==> config.mk <==
export PLATFORM = sky130hd
export DESIGN_NAME = arduino_cmd_rx_flat
export DESIGN_NICKNAME = d
export VERILOG_FILES = /design/src/rtl/drive_cmd_pkg.sv /design/src/rtl/arduino_cmd_rx_if.sv /design/src/rtl/arduino_cmd_rx_uart_rx_core.sv /design/src/rtl/arduino_cmd_rx.sv /design/src/flat_wrapper.sv
export SDC_FILE = /design/constraint.sdc
export NUM_CORES = 1
export LEC_CHECK = 0
export CAP_MARGIN = 20
export CORE_ASPECT_RATIO = 2
export CORE_MARGIN = 1.5
export CORE_UTILIZATION = 60
export CTS_CLUSTER_DIAMETER = 80
export CTS_CLUSTER_SIZE = 12
export DETAILED_ROUTE_END_ITERATION = 7
export HOLD_SLACK_MARGIN = 0.05
export PLACE_DENSITY_LB_ADDON = 0.25
export SLEW_MARGIN = 20
export SYNTH_ARGS = -nofsm -noshare
export SYNTH_HDL_FRONTEND = slang
export SYNTH_SLANG_ARGS = --single-unit
==> constraint.sdc <==
create_clock -name clk -period 5.7 [get_ports clk]
set_clock_uncertainty 0.1 [all_clocks]
set_input_delay 0.855 -clock clk [delete_from_list [all_inputs] [get_ports clk]]
set_output_delay 0.855 -clock clk [all_outputs]
set_load 0.05 [all_outputs]
==> src/rtl/drive_cmd_pkg.sv <==
// -----------------------------------------------------------------------------
// drive_cmd_pkg
//   Drive-command byte codes understood by the vehicle, plus the legality test
//   used by the Arduino command receiver. Shared with the manual-mode FSM.
//   Contents:
//     CMD_*         8-bit command codes
//     is_legal_cmd  returns 1 when a received byte is one of the codes above
// -----------------------------------------------------------------------------
`timescale 1ns/1ps

package drive_cmd_pkg;

    localparam logic [7:0] CMD_STOP       = 8'h00;
    localparam logic [7:0] CMD_FWD        = 8'h01;
    localparam logic [7:0] CMD_LEFT       = 8'h02;
    localparam logic [7:0] CMD_FWD_LEFT   = 8'h03;
    localparam logic [7:0] CMD_BACK       = 8'h04;
    localparam logic [7:0] CMD_BACK_LEFT  = 8'h06;
    localparam logic [7:0] CMD_RIGHT      = 8'h08;
    localparam logic [7:0] CMD_FWD_RIGHT  = 8'h09;
    localparam logic [7:0] CMD_FWD_ALIAS  = 8'h0A;
    localparam logic [7:0] CMD_BACK_RIGHT = 8'h0C;

    function automatic logic is_legal_cmd(input logic [7:0] cmd);
        case (cmd)
            CMD_STOP, CMD_FWD, CMD_LEFT, CMD_FWD_LEFT, CMD_BACK,
            CMD_BACK_LEFT, CMD_RIGHT, CMD_FWD_RIGHT, CMD_FWD_ALIAS,
            CMD_BACK_RIGHT: return 1'b1;
            default:        return 1'b0;
        endcase
    endfunction

endpackage

==> src/rtl/arduino_cmd_rx_if.sv <==
// -----------------------------------------------------------------------------
// arduino_cmd_rx_if
//   Signal bundle between the Arduino serial link and the command receiver.
//   rx               UART line from the Arduino (idles high)
//   arduino_command  last accepted command byte
//   cmd_valid        1-cycle pulse on each accepted byte
//   frame_error      1-cycle pulse when a stop bit is sampled low
//   illegal_cmd      1-cycle pulse when a well-framed byte is not a command
//   link_timeout     level, high while the link watchdog has expired
//   Modports: master = link side (drives rx), slave = receiver.
// -----------------------------------------------------------------------------
`timescale 1ns/1ps

interface arduino_cmd_rx_if;

    logic       rx;
    logic [7:0] arduino_command;
    logic       cmd_valid;
    logic       frame_error;
    logic       illegal_cmd;
    logic       link_timeout;

    modport master (
        output rx,
        input  arduino_command, cmd_valid, frame_error, illegal_cmd, link_timeout
    );

    modport slave (
        input  rx,
        output arduino_command, cmd_valid, frame_error, illegal_cmd, link_timeout
    );

endinterface

==> src/rtl/arduino_cmd_rx_uart_rx_core.sv <==
// -----------------------------------------------------------------------------
// uart_rx_core
//   8N1 UART receiver, LSB first: 2-FF synchroniser followed by the RX FSM.
//   clk        system clock
//   reset      synchronous, active-high
//   rx         asynchronous serial input (idles high)
//   data       received byte, valid while byte_done is high
//   byte_done  combinational 1-cycle strobe: stop bit sampled high
//   frame_err  combinational 1-cycle strobe: stop bit sampled low
// -----------------------------------------------------------------------------
`timescale 1ns/1ps

module uart_rx_core #(
    parameter int CLKS_PER_BIT = 5208
) (
    input  logic       clk,
    input  logic       reset,
    input  logic       rx,
    output logic [7:0] data,
    output logic       byte_done,
    output logic       frame_err
);

    localparam int                CNT_W     = (CLKS_PER_BIT > 1) ? $clog2(CLKS_PER_BIT) : 1;
    localparam logic [CNT_W-1:0] BIT_LAST  = CNT_W'(CLKS_PER_BIT - 1);
    localparam logic [CNT_W-1:0] HALF_LAST = CNT_W'(CLKS_PER_BIT / 2 - 1);

    typedef enum logic [2:0] {
        IDLE,
        START,
        DATA,
        STOP,
        WAIT_HIGH
    } rx_state_e;

    rx_state_e        state_q, state_d;
    logic [CNT_W-1:0] baud_q, baud_d;
    logic [2:0]       bit_q, bit_d;
    logic [7:0]       shift_q, shift_d;

    logic rx_meta, rx_s, rx_s_d;

    // Synchroniser resets to the idle (high) level so that leaving reset never
    // looks like a start edge.
    // NOTE: sequential state uses <= so every flop samples pre-edge values;
    // blocking = here would let later flops see this cycle's new values.
    always_ff @(posedge clk) begin
        if (reset) begin
            rx_meta <= 1'b1;
            rx_s    <= 1'b1;
            rx_s_d  <= 1'b1;
        end else begin
            rx_meta <= rx;
            rx_s    <= rx_meta;
            rx_s_d  <= rx_s;
        end
    end

    always_ff @(posedge clk) begin
        if (reset) begin
            state_q <= IDLE;
            baud_q  <= '0;
            bit_q   <= '0;
            shift_q <= '0;
        end else begin
            state_q <= state_d;
            baud_q  <= baud_d;
            bit_q   <= bit_d;
            shift_q <= shift_d;
        end
    end

    // NOTE: every output of this block gets a default before the case, so no
    // path leaves a variable unassigned and no latch is inferred.
    always_comb begin
        state_d   = state_q;
        baud_d    = baud_q + 1'b1;
        bit_d     = bit_q;
        shift_d   = shift_q;
        byte_done = 1'b0;
        frame_err = 1'b0;

        case (state_q)
            IDLE: begin
                baud_d = '0;
                if (rx_s_d && !rx_s) begin
                    state_d = START;
                end
            end

            // Mid-start-bit check rejects short low glitches on an idle line.
            START: begin
                if (baud_q == HALF_LAST) begin
                    baud_d  = '0;
                    bit_d   = '0;
                    state_d = rx_s ? IDLE : DATA;
                end
            end

            DATA: begin
                if (baud_q == BIT_LAST) begin
                    baud_d  = '0;
                    shift_d = {rx_s, shift_q[7:1]};
                    bit_d   = bit_q + 1'b1;
                    if (bit_q == 3'd7) begin
                        state_d = STOP;
                    end
                end
            end

            STOP: begin
                if (baud_q == BIT_LAST) begin
                    baud_d = '0;
                    if (rx_s) begin
                        byte_done = 1'b1;
                        state_d   = IDLE;
                    end else begin
                        frame_err = 1'b1;
                        state_d   = WAIT_HIGH;
                    end
                end
            end

            // Break or stuck-low line: only a high level re-arms the receiver.
            WAIT_HIGH: begin
                baud_d = '0;
                if (rx_s) begin
                    state_d = IDLE;
                end
            end

            default: begin
                baud_d  = '0;
                state_d = IDLE;
            end
        endcase
    end

    assign data = shift_q;

endmodule

==> src/rtl/arduino_cmd_rx.sv <==
// -----------------------------------------------------------------------------
// arduino_cmd_rx
//   Receives drive-command bytes from the Arduino over UART, keeps the last
//   legal byte for the manual-mode FSM, and forces STOP if the link goes quiet.
//   clk    system clock
//   reset  synchronous, active-high
//   bus    arduino_cmd_rx_if.slave: rx in; arduino_command, cmd_valid,
//          frame_error, illegal_cmd, link_timeout out
//   Parameters: CLK_FREQ (Hz), BAUD (bit/s), TIMEOUT_MS (watchdog interval).
// -----------------------------------------------------------------------------
`timescale 1ns/1ps

module arduino_cmd_rx
    import drive_cmd_pkg::*;
#(
    parameter int CLK_FREQ   = 50_000_000,
    parameter int BAUD       = 9600,
    parameter int TIMEOUT_MS = 200
) (
    input  logic            clk,
    input  logic            reset,
    arduino_cmd_rx_if.slave bus
);

    localparam int             CLKS_PER_BIT   = CLK_FREQ / BAUD;
    localparam int             TIMEOUT_CYCLES = CLK_FREQ / 1000 * TIMEOUT_MS;
    localparam int             WD_W           = $clog2(TIMEOUT_CYCLES + 1);
    localparam logic [WD_W-1:0] WD_LIMIT      = WD_W'(TIMEOUT_CYCLES);

    logic [7:0]      rx_data;
    logic            byte_done;
    logic            frame_err;
    logic            legal_byte;
    logic            bad_byte;

    logic [7:0]      cmd_q;
    logic            cmd_valid_q;
    logic            frame_error_q;
    logic            illegal_q;
    logic            link_timeout_q;
    logic [WD_W-1:0] wd_q;

    uart_rx_core #(
        .CLKS_PER_BIT (CLKS_PER_BIT)
    ) u_rx (
        .clk       (clk),
        .reset     (reset),
        .rx        (bus.rx),
        .data      (rx_data),
        .byte_done (byte_done),
        .frame_err (frame_err)
    );

    assign legal_byte = byte_done &&  is_legal_cmd(rx_data);
    assign bad_byte   = byte_done && !is_legal_cmd(rx_data);

    // A legal byte takes priority over watchdog expiry on the same edge.
    // Illegal bytes deliberately leave the watchdog running.
    always_ff @(posedge clk) begin
        if (reset) begin
            cmd_q          <= CMD_STOP;
            cmd_valid_q    <= 1'b0;
            frame_error_q  <= 1'b0;
            illegal_q      <= 1'b0;
            link_timeout_q <= 1'b0;
            wd_q           <= '0;
        end else begin
            cmd_valid_q   <= legal_byte;
            illegal_q     <= bad_byte;
            frame_error_q <= frame_err;

            if (legal_byte) begin
                cmd_q          <= rx_data;
                link_timeout_q <= 1'b0;
                wd_q           <= '0;
            end else if (wd_q != WD_LIMIT) begin
                wd_q <= wd_q + 1'b1;
                if (wd_q == WD_LIMIT - 1'b1) begin
                    cmd_q          <= CMD_STOP;
                    link_timeout_q <= 1'b1;
                end
            end
        end
    end

    assign bus.arduino_command = cmd_q;
    assign bus.cmd_valid       = cmd_valid_q;
    assign bus.frame_error     = frame_error_q;
    assign bus.illegal_cmd     = illegal_q;
    assign bus.link_timeout    = link_timeout_q;

endmodule

==> src/flat_wrapper.sv <==
// flat-port wrapper written by rule: the top's interface ports become plain ports
module arduino_cmd_rx_flat import drive_cmd_pkg::*;
#(
    parameter int CLK_FREQ   = 50_000_000,
    parameter int BAUD       = 9600,
    parameter int TIMEOUT_MS = 200
)
  (clk, reset, bus_rx, bus_arduino_command, bus_cmd_valid, bus_frame_error, bus_illegal_cmd, bus_link_timeout);
  arduino_cmd_rx_if bus_i ();
  input  logic clk;
  input  logic reset;
  input wire logic [$bits(bus_i.rx)-1:0] bus_rx;
  output wire logic [$bits(bus_i.arduino_command)-1:0] bus_arduino_command;
  output wire logic [$bits(bus_i.cmd_valid)-1:0] bus_cmd_valid;
  output wire logic [$bits(bus_i.frame_error)-1:0] bus_frame_error;
  output wire logic [$bits(bus_i.illegal_cmd)-1:0] bus_illegal_cmd;
  output wire logic [$bits(bus_i.link_timeout)-1:0] bus_link_timeout;
  assign bus_i.rx = bus_rx;
  assign bus_arduino_command = bus_i.arduino_command;
  assign bus_cmd_valid = bus_i.cmd_valid;
  assign bus_frame_error = bus_i.frame_error;
  assign bus_illegal_cmd = bus_i.illegal_cmd;
  assign bus_link_timeout = bus_i.link_timeout;
  arduino_cmd_rx #(.CLK_FREQ(CLK_FREQ), .BAUD(BAUD), .TIMEOUT_MS(TIMEOUT_MS)) u_core (.clk(clk), .reset(reset), .bus(bus_i));
endmodule
; Word level (Yosys, flattened, before mapping)
; Memories as Yosys holds them, arrays and structs flattened. A register that Yosys moved wholly into a read port is not among the register bits.
; Cells that the tools add are included.
[op_classes]
n_addsub = 3
n_eq_ne = 15
muxes = 28
bitwise = 2
reduce_logical = 18
[op_table]
columns = cell, count
row1 = 3-bit 2-to-1 mux, 9
row2 = 13-bit 2-to-1 mux, 2
row3 = 13-bit case mux with 2 select lines, 1
row4 = "24-bit by 1-bit adder with 24-bit output, second input constant", 1
row5 = "24-bit == test, second input constant", 1
row6 = 8-bit 2-to-1 mux, 3
row7 = "24-bit != test, second input constant", 1
row8 = 4-bit 2-to-1 mux, 4
row9 = 3-bit case mux with 5 select lines, 1
row10 = "13-bit by 1-bit adder with 13-bit output, second input constant", 1
row11 = "13-bit by 12-bit == test with 1-bit output, second input constant", 1
row12 = "13-bit == test, second input constant", 1
row13 = "2-bit != test, second input constant", 6
row14 = "3-bit by 2-bit == test with 1-bit output, second input constant", 2
row15 = "3-bit == test, second input constant", 2
row16 = 1-bit 2-to-1 mux, 6
row17 = 3-bit case mux with 2 select lines, 1
row18 = 2-bit AND reduction, 3
row19 = 6-bit AND reduction, 1
row20 = 2-bit nonzero test, 3
row21 = 4-bit logical NOT, 1
row22 = 2-bit OR reduction, 2
row23 = "3-bit by 1-bit adder with 3-bit output, second input constant", 1
row24 = "3-bit by 1-bit == test with 1-bit output, second input constant", 1
row25 = 7 further kinds, 11
[word_totals]
regBits = 66
rom_bits = 32
output_inout_bits = 12
elab_cells = 81
memories = 2
[memory_table]
columns = name, words, width, rd, rd_ports_with_merged_regs, wr, line_no
row1 = (name not given), 16, 1, 1, 1, 0, drive_cmd_pkg.sv:25  ; case (cmd)
row2 = (name not given), 16, 1, 1, 1, 0, drive_cmd_pkg.sv:25

; Depth between registers and ports, before layout
[depth]
ltp_word = 6
mapped_depth = 6
ltp_nobuf = 5

; By module
; Synthesis repeated with hierarchy kept, for this count alone.
[hier_totals]
hier_cells = 336
area_unflattened_um2 = 3074.2
[modules_own_cells]
columns = module, n_inst, cells_each, area_each_um2, seq_area_each_um2
row1 = arduino_cmd_rx, 1, 182, 1690.4, 720.7
row2 = uart_rx_core, 1, 154, 1383.8, 600.6

; Worst setup path before layout
; Ideal clock, no wire load.
[synth_path]
path_type = register to register
startpoint = register u_core.u_rx.baud_q[0]
endpoint = register u_core.link_timeout_q, in the netlist u_core.bus.link_timeout
setup_time_ns = 0.115
arrival_ns = 1.651
t_required_ns = 5.485
setup_slack_ns = 3.834
stages_incl_launch_ff = 7
period_less_slack_ns = 1.866
cell_sequence = dfxtp_1 -> ha_1 -> and4bb_2 -> nand4_2 -> o41ai_4 -> buf_4 -> o21ba_1
[synth_between]
elab_chain_len = 5
[synth_rtl]
columns = item, line_no
row1 = "start, declared", arduino_cmd_rx_uart_rx_core.sv:37  ; logic [CNT_W-1:0] baud_q, baud_d;
row2 = "start signal, assigned", arduino_cmd_rx_uart_rx_core.sv:67  ; baud_q <= baud_d;
row3 = 13-bit == test, arduino_cmd_rx_uart_rx_core.sv:112  ; if (baud_q == BIT_LAST) begin
row4 = 1-bit 2-to-1 mux, arduino_cmd_rx_uart_rx_core.sv:112
row5 = 1-bit 2-to-1 mux, arduino_cmd_rx_uart_rx_core.sv:83  ; case (state_q)
row6 = 1-bit logical AND, arduino_cmd_rx.sv:54  ; assign legal_byte = byte_done && is_legal_cmd(rx_data);
row7 = 2-bit OR reduction (no source line), -
row8 = "end signal, assigned", arduino_cmd_rx.sv:65  ; link_timeout_q <= 1'b0;
row9 = "end signal, assigned", arduino_cmd_rx.sv:74  ; link_timeout_q <= 1'b0;
row10 = "end signal, assigned", arduino_cmd_rx.sv:80  ; link_timeout_q <= 1'b1;
row11 = "end, declared", arduino_cmd_rx.sv:40  ; logic link_timeout_q;
; No other way between the ends.
; A chain may end at the register's enable or synchronous reset.

; Worst setup path in the final report
[layout_path]
startpoint = register u_core.cmd_q[1], in the netlist u_core.bus.arduino_command[1]
endpoint = output port bus_arduino_command[1]
[layout_lines]
columns = item, line_no
row1 = "start, declared", arduino_cmd_rx.sv:36  ; logic [7:0] cmd_q;
row2 = "start signal, assigned", arduino_cmd_rx.sv:73  ; cmd_q <= rx_data;
row3 = "end, declared", flat_wrapper.sv:13  ; output wire logic [$bits(bus_i.arduino_command)-1:0] bus_arduino_command;
; No word-level cell between the ends.

==> metrics.md <==
| Metric | Value |
|---|---|
| Post-DP HPWL | 4490 um |
| Clock sink total | 67 |
| Clock slew at reported path FFs | 70 ps |
| Met3 wire length | 168 um |
| TritonCTS clock tree | yes |
| GRT Total Usage | 0.251 |
| GR Overflow Total | 0 |
| Worst R2R Start | u_core.u_rx.baud_q[0]$_SDFF_PP0_ |
| First-pass GRT wire length | 10,100 um |
| Post-synth top flop | dfxtp_1 |
| Worst slew pin tran | 916 ps |
| Vias in the first global route | 2,341 |
| Netlist cell types | 46 |
| Max Cap Viol | 0 |
| Syn Inst Count | 335 |
| Finished Cell Area | 3410 um^2 |
| FFs w/ async S/R, synth | 0 |
| Final hold vios | 0 |
| Postcts setup bufs | 0 |
| Critical path fanouts, max | 2 |
| Relative slew slack | 0.385 |
| CP Capture Type | output pin |
| Slowest-stage cell, CP | clkdlybuf4s50_1 |
| Post-synthesis cell area | 3000 um^2 |
| Share of layout cells above drive strength 1 | 0.0793 |
| Crit path time final | 2450 ps |
| Floorplan die height | 103 um |
| Via-to-Cell Ratio | 6.01 |
| Pre-antenna DRT Iters | 4 |
| Worst endpoint required time | 4740 ps |
| # resized after CTS | 0 |
| CP startpoint kind | flop |
| Clock Tree Buf Depth | 2 |
| Setup crit end | bus_arduino_command[1] |
| Core ar. | 4860 um^2 |
| Area after DPL | 3160 um^2 |
| Outcome | completed |
| Commonest non-fill, non-tap cell in the layout | dfxtp_1 |
| Largest stage delay, worst path | 820 ps |
| # DRC | 0 |
| Crit path arrival time | 1500 ps |
| Met1 Wirelength | 2320 um |
| Top delay family on crit path | buffers and inverters |
| Met2 wire length | 3520 um |
| Critical path class | flop to output pin |
| Capturing point of the worst reg2reg path | u_core.u_rx.bit_q[1]$_SDFFE_PP0P_ |
| Number of buffers created by CTS | 9 |
| WP depth | 1 |
| Final std cells w/o fill | 410 |
| Syn_area_per_cell | 8.96 um^2 |
| # IOs | 15 |
| Period Utilization, post-route | 0.430 |
| Routed wire length | 6140 um |
| Die W | 53.0 um |
| CTS root buf | clkbuf_8 |
| Worst setup path start | u_core.bus.arduino_command[1]$_SDFFE_PP0P_ |
| Starting Density | 0.617 |
| Leak | 1.20 nW |
| R2R cell count | 5 |
| Post-cts hold buffer count | 0 |
| R2R Setup Slk | 3420 ps |
| Inst Count DP | 394 |
| Antenna-violating nets left | 0 |
| Post-synth EDFFs | 0 |
| F_max | 408 MHz |
| Area Growth Syn to Fin | 13.5% |
| WP buf/inv | 1 |
| Setup TNS | 0 ps |
| Cell Chain, Critical Path | clkdlybuf4s50_1 |
| Pwr dens | 287 nW/um^2 |
| Rows | 36 |
| Sequential area share after synthesis | 0.447 |
| Drt wl/cell | 15.0 um |
| Via count | 2,466 |
| RePlAce Congestion | 0.870 |
| Ant diodes | 0 |
| Flops & latches, synth | 67 |
| Final setup fails | 0 |
| DR iter-0 viols | 61 |
| Die outline area | 5460 um^2 |
| Commonest cells after routing, fill and taps aside | 67 x dfxtp_1, 40 x nor2_1, 22 x a21oi_1, 19 x inv_1, 16 x nand2_1 |
| Synth warnings | 0 |
| RSZ-0062 raised after global routing | no |
| Largest net degree at the start of global routing | 34 |
| IO buf count | 14 |
| Max-slew violation count | 0 |
| Antenna violations before repair | 0 |
| Top Metal Used | met4 |
| Clk_lat worst skew | 330 ps |
| Maximum VDD drop | 292 uV |
| Layout Nets | 356 |
| Min-delay worst type | flop to flop |
| Syn Nets | 343 |
| CTS H-tree depth | 3 |
[routing by layer]
metal,vias up,GRT usage
met4,0,0.128
met1,1169,0.230
met3,13,0.0681
met5,-,0
met2,52,0.477
li1,1232,-
[Yosys cell counts, types with 2 or more instances]
master    number  area [um^2]
nor2_1        40          150
mux2i_1        8         80.1
nor4_1         5         31.3
nand3_1       15         75.1
xor2_1         8         70.1
or2_2          3         18.8
nand2_1       16         60.1
and3_1         4         25.0
a31oi_1        3         18.8
ha_1           5         62.6
buf_2          7         35.0
nand4_2        2         25.0
clkbuf_1       5         18.8
nor3_1         9         45.0
or4_1          9         67.6
nand2b_1       2         12.5
o21ai_0       11         55.1
o31ai_1        7         52.6
and4b_1        3         30.0
a21oi_1       22          110
nor3b_1        6         45.0
inv_1         19         71.3
and4_1         6         52.6
xnor2_1       12          105
and4bb_2       3         37.5
o32ai_1        4         35.0
or3_1          5         31.3
nand4_1       12         75.1
dfxtp_1       67         1340
[kinds of logic (layout without fill, tap and decap cells)]
group,count (synthesis),after routing,synth area share
xor gates and xnor gates,20,20,0.0583
DFF,67,67,0.447
adders and majority gates,5,5,0.0208
muxes,8,8,0.0267
buffers and inverters,32,50,0.0442
and+or+nand+nor,149,149,0.287
AOI/OAI and AO/OA,54,54,0.116
[area by class of cell]
cell class	count	area, um^2
clock buffers	10	138
inverters	19	71.3
repair buffers	15	148
flip-flops and latches	67	1340
well taps	57	71.3
clock inverters	6	111
fillers	397	1460
multi-input cells	236	1530
[flip-flops by register name, indices dropped and copies added, names as in the netlist, named ones only]
name and cells:
u_core.wd_q 24, u_core.u_rx.baud_q 13, u_core.bus.arduino_command 8, u_core.u_rx.data 8, u_core.u_rx.bit_q 3, u_core.u_rx.state_q 3, u_core.bus.cmd_valid 1, u_core.bus.frame_error 1
u_core.bus.illegal_cmd 1, u_core.bus.link_timeout 1, u_core.u_rx.rx_meta 1, u_core.u_rx.rx_s 1, u_core.u_rx.rx_s_d 1
[where the power goes]
group / switching, mW / total [mW] / internal, mW / leakage (nW)
Sequential: 0.00421 / 0.475 / 0.471 / 0.541
Clock: 0.178 / 0.481 / 0.303 / 0.123
Combinational: 0.0129 / 0.0207 / 0.00779 / 0.532
Total: 0.195 / 0.977 / 0.782 / 1.20
[worst reg2reg max path: cells and delay by family (launching register included)]
family	cells	cell delay [ps]
AO/OA/AOI/OAI	1	150
AND/OR/NAND/NOR	3	1340
adder cells (fa/ha/maj)	1	270
flip-flops	1	350
[through the flow]
stage | util | hold WS, ps | total power [mW] | setup slack (ps)
floorplan | - | 289 | 0.500 | 3830
global placement | 0.650 | 294 | 0.506 | 2950
detailed placement | 0.650 | 312 | 0.506 | 2920
CTS | 0.701 | 322 | 0.983 | 3230
global route | 0.701 | 339 | 1.01 | 3130
finish | 0.701 | 320 | 0.977 | 3250
[worst min-delay path by stage]
stage | startpoint | end | slack [ps] | cells past startpoint
after floorplan | u_core.u_rx.rx_meta$_SDFF_PP1_ | u_core.u_rx.rx_s$_SDFF_PP1_ | 290 | 1
after global placement | u_core.u_rx.rx_meta$_SDFF_PP1_ | u_core.u_rx.rx_s$_SDFF_PP1_ | 290 | 1
after detailed placement | u_core.u_rx.rx_meta$_SDFF_PP1_ | u_core.u_rx.rx_s$_SDFF_PP1_ | 310 | 1
after CTS | u_core.u_rx.rx_meta$_SDFF_PP1_ | u_core.u_rx.rx_s$_SDFF_PP1_ | 320 | 1
after global routing | u_core.u_rx.rx_meta$_SDFF_PP1_ | u_core.u_rx.rx_s$_SDFF_PP1_ | 340 | 1
final | u_core.u_rx.rx_meta$_SDFF_PP1_ | u_core.u_rx.rx_s$_SDFF_PP1_ | 320 | 1
Note: power is estimated with default switching activity, not from simulation.
